`src/rtl/accel_pkg.sv`:
```
// Shared widths and FSM state codes for the accelerator job scheduler.
// Optional feature macro used by the top level: ACC_JOB_COUNT_EN.
package accel_pkg;

  localparam int UI_W   = 2;
  localparam int VI_W   = 5;
  localparam int DATA_W = 21;

  // Scheduler FSM state codes.
  typedef logic [1:0] state_t;
  localparam state_t IDLE  = 2'd0;
  localparam state_t START = 2'd1;
  localparam state_t BUSY  = 2'd2;
  localparam state_t RESP  = 2'd3;

endpackage

```
`src/rtl/rr_arbiter.sv`:
```
// Combinational round-robin picker: the first set request bit found
// scanning upward from last_id+1, wrapping modulo N_REQ.
module rr_arbiter
  import accel_pkg::*;
#(
  parameter int N_REQ = 2,
  parameter int ID_W  = 1
) (
  input  logic [N_REQ-1:0] req,
  input  logic [ID_W-1:0]  last_id,
  output logic [ID_W-1:0]  winner,
  output logic             valid
);

  // One spare bit so last_id + offset (at most 2*N_REQ-1) cannot overflow.
  logic [ID_W:0] idx;

  // Walk offsets from farthest to nearest so the nearest hit is assigned last.
  always_comb begin
    winner = '0;
    valid  = 1'b0;
    idx    = '0;
    for (int k = N_REQ; k >= 1; k--) begin
      idx = {1'b0, last_id} + (ID_W+1)'(k);
      if (idx >= (ID_W+1)'(N_REQ)) begin
        idx = idx - (ID_W+1)'(N_REQ);
      end
      if (req[idx[ID_W-1:0]]) begin
        winner = idx[ID_W-1:0];
        valid  = 1'b1;
      end
    end
  end

endmodule

```
`src/rtl/accel_job_scheduler.sv`:
```
// Shares one accelerator engine between N_REQ requesters: round-robin
// arbitration, operand latching, engine start pulse, result capture and a
// valid/ready response port back to the owning requester.
// Optional macro ACC_JOB_COUNT_EN adds per-requester 8-bit completed-job counters.
module accel_job_scheduler
  import accel_pkg::*;
#(
  parameter int N_REQ = 2,
  parameter int ID_W  = (N_REQ > 1) ? $clog2(N_REQ) : 1
) (
  input  logic                    clk,
  input  logic                    rst,
  input  logic [N_REQ-1:0]        req,
  input  logic [UI_W*N_REQ-1:0]   ui_in,
  input  logic [VI_W*N_REQ-1:0]   vi_in,
  output logic [N_REQ-1:0]        grant,
  output logic                    rsp_valid,
  output logic [ID_W-1:0]         rsp_id,
  output logic [DATA_W-1:0]       rsp_data,
  input  logic                    rsp_ready,
  output logic                    busy,
  output logic                    acc_wr_start,
  output logic [UI_W-1:0]         acc_ui,
  output logic [VI_W-1:0]         acc_vi,
  input  logic                    acc_done,
  input  logic                    acc_wr_req,
  input  logic [DATA_W-1:0]       acc_wr_data
`ifdef ACC_JOB_COUNT_EN
  ,
  output logic [8*N_REQ-1:0]      job_count
`endif
);

  state_t              state_reg;
  logic [ID_W-1:0]     cur_id_reg;
  logic [ID_W-1:0]     last_id_reg;
  logic [UI_W-1:0]     ui_reg;
  logic [VI_W-1:0]     vi_reg;
  logic [DATA_W-1:0]   capture_reg;

  logic [ID_W-1:0]     win_id;
  logic                win_valid;

  rr_arbiter #(
    .N_REQ (N_REQ),
    .ID_W  (ID_W)
  ) u_arb (
    .req     (req),
    .last_id (last_id_reg),
    .winner  (win_id),
    .valid   (win_valid)
  );

  // Outputs are decoded from the state so they can never outlive their state.
  assign busy         = (state_reg != IDLE);
  assign acc_wr_start = (state_reg == START);
  assign grant        = acc_wr_start ? (N_REQ'(1) << cur_id_reg) : '0;
  assign rsp_valid    = (state_reg == RESP);
  assign rsp_id       = rsp_valid ? cur_id_reg : '0;
  assign rsp_data     = rsp_valid ? capture_reg : '0;
  assign acc_ui       = ui_reg;
  assign acc_vi       = vi_reg;

  // Job FSM: arbitrate in IDLE, one-cycle start, capture writes until done,
  // then hold the response until the consumer takes it.
  always_ff @(posedge clk) begin
    if (rst) begin
      state_reg   <= IDLE;
      cur_id_reg  <= '0;
      last_id_reg <= ID_W'(N_REQ - 1);
      ui_reg      <= '0;
      vi_reg      <= '0;
      capture_reg <= '0;
    end else begin
      case (state_reg)
        IDLE: begin
          if (win_valid) begin
            cur_id_reg  <= win_id;
            ui_reg      <= ui_in[int'(win_id)*UI_W +: UI_W];
            vi_reg      <= vi_in[int'(win_id)*VI_W +: VI_W];
            capture_reg <= '0;
            state_reg   <= START;
          end
        end
        START: begin
          // Engine handshake inputs are deliberately ignored here.
          state_reg <= BUSY;
        end
        BUSY: begin
          if (acc_wr_req) begin
            capture_reg <= acc_wr_data;
          end
          if (acc_done) begin
            state_reg <= RESP;
          end
        end
        default: begin
          // RESP: no arbitration here, even on the accepting cycle.
          if (rsp_ready) begin
            last_id_reg <= cur_id_reg;
            state_reg   <= IDLE;
          end
        end
      endcase
    end
  end

`ifdef ACC_JOB_COUNT_EN
  for (genvar gi = 0; gi < N_REQ; gi++) begin : g_count
    logic [7:0] count_reg;

    // Count accepted responses owned by this requester; wraps 255 -> 0.
    always_ff @(posedge clk) begin
      if (rst) begin
        count_reg <= '0;
      end else if (rsp_valid && rsp_ready && (cur_id_reg == ID_W'(gi))) begin
        count_reg <= count_reg + 8'd1;
      end
    end

    assign job_count[8*gi +: 8] = count_reg;
  end
`endif

endmodule

```
`config.mk`:
```
export PLATFORM = sky130hd
export DESIGN_NAME = accel_job_scheduler
export DESIGN_NICKNAME = d
export VERILOG_FILES = /design/src/rtl/accel_pkg.sv /design/src/rtl/rr_arbiter.sv /design/src/rtl/accel_job_scheduler.sv
export SDC_FILE = /design/constraint.sdc
export NUM_CORES = 1
export LEC_CHECK = 0
export CORE_UTILIZATION = 41
export CTS_CLUSTER_SIZE = 28
export DETAILED_ROUTE_END_ITERATION = 6
export GPL_TIMING_DRIVEN = 0
export PLACE_DENSITY = 0.8
export REMOVE_ABC_BUFFERS = 1
export SETUP_SLACK_MARGIN = 0.4
export SYNTH_ARGS = -nofsm -noshare
export SYNTH_HDL_FRONTEND = slang
export SYNTH_SLANG_ARGS = --single-unit
```
`constraint.sdc`:
```
create_clock -name clk -period 2.2 [get_ports clk]
set_input_delay 0.55 -clock clk [delete_from_list [all_inputs] [get_ports clk]]
set_output_delay 0.55 -clock clk [all_outputs]
set_load 0.03 [all_outputs]
```
# [Word-level counts from Yosys, hierarchy flattened]
# Cells that the tools add are included.
[word_totals] ff_bits=32 in_bits=42 out_inout_bits=34 wordCells=54
[classes] addsub=4 n_mul=1 n_lt_le_gt_ge=4 eq_ne=6 n_shift=3 mux=20 bitwise_logic=1 n_reduce_logical=9
[op_table] op="21-bit 2-to-1 mux" count=3
[op_table] op="21-bit case mux with 2 select lines" count=1
[op_table] op="1-bit 2-to-1 mux" count=11
[op_table] op="10-bit by 5-bit indexed part select with 5-bit output" count=1
[op_table] op="2-bit 2-to-1 mux" count=4
[op_table] op="2-bit case mux with 3 select lines" count=1
[op_table] op="3-bit AND reduction" count=2
[op_table] op="2-bit equality test, second input constant" count=2
[op_table] op="2-bit >= comparator, second input constant" count=2
[op_table] op="1-bit by 2-bit < comparator with 1-bit output, second input constant" count=2
[op_table] op="1-bit by 3-bit multiplier with 4-bit output, second input constant" count=1
[op_table] op="2-bit inequality test, second input constant" count=2
[op_table] op="2-bit AND reduction" count=2
[op_table] op="2-bit nonzero test" count=2
[op_table] op="4-bit nonzero test" count=1
[op_table] op="4-bit by 3-bit indexed part select with 2-bit output" count=1
[op_table] op="3-bit OR reduction" count=1
[op_table] op="1-bit by 1-bit adder with 2-bit output, second input constant" count=1
[op_table] op="1-bit by 2-bit adder with 2-bit output, second input constant" count=1
[op_table] op="2-bit by 1-bit equality test with 1-bit output, second input constant" count=1
[op_table] op="2-bit zero test" count=1
[op_table] op="2-bit by 1-bit inequality test with 1-bit output, second input constant" count=1
[op_table] op="1-bit by 1-bit << shifter with 2-bit output, first input constant" count=1
[op_table] op="1-bit subtractor, second input constant" count=2
[op_table] op="1-bit inverter" count=1

# [Logic depth before layout (Yosys ltp)]
[depth] ltp_word=9 ltp_mapped=7 depth_no_buf=5

# [By module]
# Synthesis repeated with hierarchy kept, for this count alone.
[unflattened] hier_cells=209 hier_area_um2=1717.9
[by_module_without_submodules] mod="accel_job_scheduler" instances=1 cells_each=207 area_per_inst_um2=1704.1 seq_area_each_um2=640.6
[by_module_without_submodules] mod="rr_arbiter" instances=1 cells_each=2 area_per_inst_um2=13.8 seq_area_each_um2=0.0

# [Worst setup path before layout]
# OpenSTA, ideal clock, no wires.
[synth_path] kind="register to output" from="register state_reg[1]" to="output rsp_data[0]" arrival_ps=1341 t_required_ps=1650 path_slack_ps=309 stages_incl_launch_ff=4 path_buffers=1 cell_sequence="dfxtp_1 ha_1 clkbuf_1 and2_1"
[synth_between] elab_chain_cells=2
[synth_rtl] item="start: declaration" line_no="accel_job_scheduler.sv:34" rtl="state_t state_reg;"
[synth_rtl] item="start signal: assignment" line_no="accel_job_scheduler.sv:68" rtl="state_reg <= IDLE;"
[synth_rtl] item="start signal: assignment" line_no="accel_job_scheduler.sv:82" rtl="state_reg <= START;"
[synth_rtl] item="start signal: assignment" line_no="accel_job_scheduler.sv:87" rtl="state_reg <= BUSY;"
[synth_rtl] item="2-bit equality test" line_no="accel_job_scheduler.sv:58" rtl="assign rsp_valid = (state_reg == RESP);"
[synth_rtl] item="via rsp_valid" line_no="accel_job_scheduler.sv:17" rtl="output logic rsp_valid,"
[synth_rtl] item="21-bit 2-to-1 mux" line_no="accel_job_scheduler.sv:60" rtl="assign rsp_data = rsp_valid ? capture_reg : '0;"
[synth_rtl] item="end: declaration" line_no="accel_job_scheduler.sv:19" rtl="output logic [DATA_W-1:0] rsp_data,"
# The timed path passes the listed nets, and every way through them passes these cells.

# [Worst setup path in the final report]
[layout_path] from="register state_reg[0]" to="output rsp_data[14]"
[layout_between] elab_chain_cells=2
[layout_rtl] item="2-bit equality test" line_no="accel_job_scheduler.sv:58"
[layout_rtl] item="21-bit 2-to-1 mux" line_no="accel_job_scheduler.sv:60"
# No other way between the ends.

==> results summary <==
The setup slack on the worst flop-to-flop path came out at 0.43 ns. The fill cell total of the finished layout is 279. Power spread over the standard cell area amounts to 1000 nW/µm². The total wire length came out at roughly 5000 µm. In this run the worst setup path terminates at rsp_data[14].

The number of standard cells in the final layout excluding fillers came out at 316. Sorting the synthesized cells by how often they occur yields sky130_fd_sc_hd__dfxtp_1, sky130_fd_sc_hd__a21oi_1, sky130_fd_sc_hd__o21ai_0. TritonCTS built the clock tree. The worst min-delay path class is reg -> reg.

The tree built by TritonCTS fans out to 32 sinks. For this run, the leading register cell type out of synthesis is sky130_fd_sc_hd__dfxtp_1. The biggest area consumer among synthesized cells is sky130_fd_sc_hd__dfxtp_1.

The total routing resource utilization after global routing came out at 0.228. The maximum number of pins on one net before global-route repair is 26. The worst register-to-register path has a depth of 5. The warning count from the yosys run came out at 0. In the final layout, the share of cells above drive strength 1 is 0.284. The initial antenna violation count came out at 0. The async set or reset register ratio after synthesis is 0. The minimum period implied by the final worst setup slack is 1.86 ns. Of the synthesized area, sequential elements account for 0.399. Headroom to the max-slew limit came out at 0.642. The detailed-route DRC error count came out at 0. The wire length of the first global-routing pass came out at 7360 µm. The number of hold-repair buffers added at the cts stage came out at 0. The top fanout value on the critical path is 5.

The standard-cell row count is 22. Sorting the synthesized cells by area gives the leading types as sky130_fd_sc_hd__dfxtp_1, sky130_fd_sc_hd__a21oi_1, sky130_fd_sc_hd__and2_1, sky130_fd_sc_hd__o21ai_0, sky130_fd_sc_hd__nand4_1. The final count of negative-setup-slack endpoints is 0.

The final count of hold timing violations came to 0. The routability-driven placement congestion ratio came out at ~0.71. The run finished with clean final reports. The count of nets left with antenna violations after detail routing is 0.

The average cell area after synthesis is 8.46 µm². The number of H-tree levels is 2. The max capacitance violation total is 0. The average vias per placed instance came out at 5.50. The number of detailed-routing iterations run before antenna repair is 4. Clock-pin slew was measured on the worst setup and hold paths at around 0.070 ns. The total power is 2730 µW. The number of standard cells after synthesis came out at 190. The number of clock buffers inserted by TritonCTS came out at 5. After the last flow step, the layout net total stands at 316.

The count of pins over their slew limit came to 0. The via count of the first global-routing pass came to 1565. The maximum vdd drop is 1.00 mV. In this run the clock root is driven by a sky130_fd_sc_hd__clkbuf_8. At the pin with the least slew margin, the transition time is 0.537 ns. The number of antenna diodes in the final layout is 0. The critical path starts at state_reg[0].

The maximum clock skew at final layout came out at 0.00405 ns. The total core area came out at 3720 µm². Yosys mapped a number of flops with a built-in enable equal to 0. Once detailed placement completed, the half-perimeter wirelength came to 2690 µm. The vertical die dimension came out at 64.6 µm. The sort of element at the end of the critical path is an output pin. Global routing finished with a remaining overflow of 0.

The share of Yosys cell area claimed by the top area cell type is 0.399. The final routed wire length divided by cell count is 15.9 µm. The most repeated cell in the gate-level netlist after synthesis is sky130_fd_sc_hd__dfxtp_1. The worst register-to-register path begins at state_reg[0]. The total standard cell area after synthesis came out at ~1600 µm². The register with the most flip-flops in the layout has 21 of them.

The number of I/O pins is 76. The count of port buffers added during placement is between 70 and 80. The count of state elements after synthesis came out at 32. The data arrival at the endpoint of the critical path came out at 1.31 ns. Setup repair after global routing could not meet its margin everywhere.

Counting distinct cell types in the post-synthesis netlist gives 27. The leakage power figure is roughly 0.0011 µW. The maximum number of buffers from clock root to sink is 2. The number of DRC markers after the initial detailed-route iteration is 145. The clock insertion delay at the later pin of the skew report is 0.28 ns.

The initial core utilization is 0.432. The highest clock frequency the design can meet came out at 537 MHz. The synthesis-to-finish area growth came out at 69.3%. The total die area is 4170 µm². The critical path in this run is classified as reg -> out. The required time at the worst-slack endpoint is 1.65 ns. The via count came out at roughly 1700. The die boundary width is 64.6 µm.

In the finished design, the share of the clock period the worst path needs comes to 0.847. On the final layout, the worst hold slack is 0.475 ns. The kind of start point of the critical path is a flop. The number of cells in the design after placement came out at 296. In this run the critical register-to-register path is captured at state_reg[1].
## cell type report
type / instances / area [µm²] / area share
flip-flops and latches: 32 / 648 / 0.238
clock buffers: 6 / 72.6 / 0.0267
inverters: 4 / 18.8 / 0.00690
multi-input cells: 139 / 1040 / 0.381
clock inverters: 1 / 5.00 / 0.00184
well taps: 48 / 60.1 / 0.0221
repair buffers: 86 / 880 / 0.323
## where the power goes
part	internal (µW)	total [µW]	switching, µW
Sequential	699	777	77.5
Combinational	624	1520	900
Clock	215	426	212
Total	1540	2730	1190
## per-stage QoR
step / util / setup slack (ns) / cell area [µm²] / setup TNS, ns
4_1_cts: 0.688 / 0.282 / 2560 / 0
6_report: 0.732 / 0.337 / 2720 / 0
3_3_place_gp: 0.627 / -0.587 / 2330 / -16.99
2_1_floorplan: - / 0.303 / 1520 / 0
5_1_grt: 0.732 / 0.304 / 2720 / 0
3_5_place_dp: 0.628 / -0.358 / 2330 / -15.41
## cell families (layout without fill, tap and decap cells)
logic type               Yosys count  count (layout)  synth area share
AND/OR/NAND/NOR                   58              59             0.231
multiplexers                       9              11            0.0569
buffers and inverters             22              97            0.0646
flip-flops                        32              32             0.399
adder cells (fa/ha/maj)            6               6            0.0467
AO/OA/AOI/OAI                     63              63             0.202
## layer usage
| layer | vias to the layer above | GRT usage | wire length, µm |
|---|---|---|---|
| li1 | 841 | - | - |
| met3 | 2 | 0.0775 | 400 |
| met4 | 0 | 0.0611 | 17 |
| met5 | - | 0 | 0 |
| met1 | 813 | 0.268 | 2160 |
| met2 | 82 | 0.392 | 2440 |
## worst min-delay path by stage
stage	start	end	slack, ns	depth (start not counted)
finish	capture_reg[4]	capture_reg[4]	0.47	2
global route	capture_reg[19]	capture_reg[19]	0.50	2
CTS	capture_reg[10]	capture_reg[10]	0.47	2
detailed placement	last_id_reg	last_id_reg	0.46	2
global placement	last_id_reg	last_id_reg	0.45	2
floorplan	last_id_reg	last_id_reg	0.43	2
## layout by cell type (no fill, tap or decap), types with 2 or more instances in the layout
master                            count
sky130_fd_sc_hd__a21oi_1             31
sky130_fd_sc_hd__nand2_1              3
sky130_fd_sc_hd__buf_4                7
sky130_fd_sc_hd__buf_6               23
sky130_fd_sc_hd__o31ai_1              2
sky130_fd_sc_hd__dfxtp_1             30
sky130_fd_sc_hd__and2_4              12
sky130_fd_sc_hd__dfxtp_4              2
sky130_fd_sc_hd__buf_2                3
sky130_fd_sc_hd__inv_2                2
sky130_fd_sc_hd__nor2b_1              2
sky130_fd_sc_hd__nand4_1             21
sky130_fd_sc_hd__o21ai_0             28
sky130_fd_sc_hd__mux2i_4              2
sky130_fd_sc_hd__clkbuf_8             5
sky130_fd_sc_hd__mux2i_1              7
sky130_fd_sc_hd__dlygate4sd2_1        8
sky130_fd_sc_hd__buf_12               2
sky130_fd_sc_hd__nand3_1              2
sky130_fd_sc_hd__nor3b_4              2
sky130_fd_sc_hd__and2_1              11
sky130_fd_sc_hd__clkbuf_2             2
sky130_fd_sc_hd__clkdlybuf4s50_1     38
sky130_fd_sc_hd__ha_4                 4
## what timing repair did
action | in CTS | in global routing
setup endpoints to repair | 65 | 56
buffers inserted | 5 | 4
pin swaps | 1 | 10
resized for setup | 204 | 30
gates cloned | 1 | 3
## critical path, stage by stage (launching register included)
cell and delay (ns):
sky130_fd_sc_hd__dfxtp_4 0.40, sky130_fd_sc_hd__ha_4 0.20, sky130_fd_sc_hd__clkbuf_16 0.16, sky130_fd_sc_hd__and2_1 0.14
sky130_fd_sc_hd__buf_6 0.13
Power figures use the tool's default switching activity.
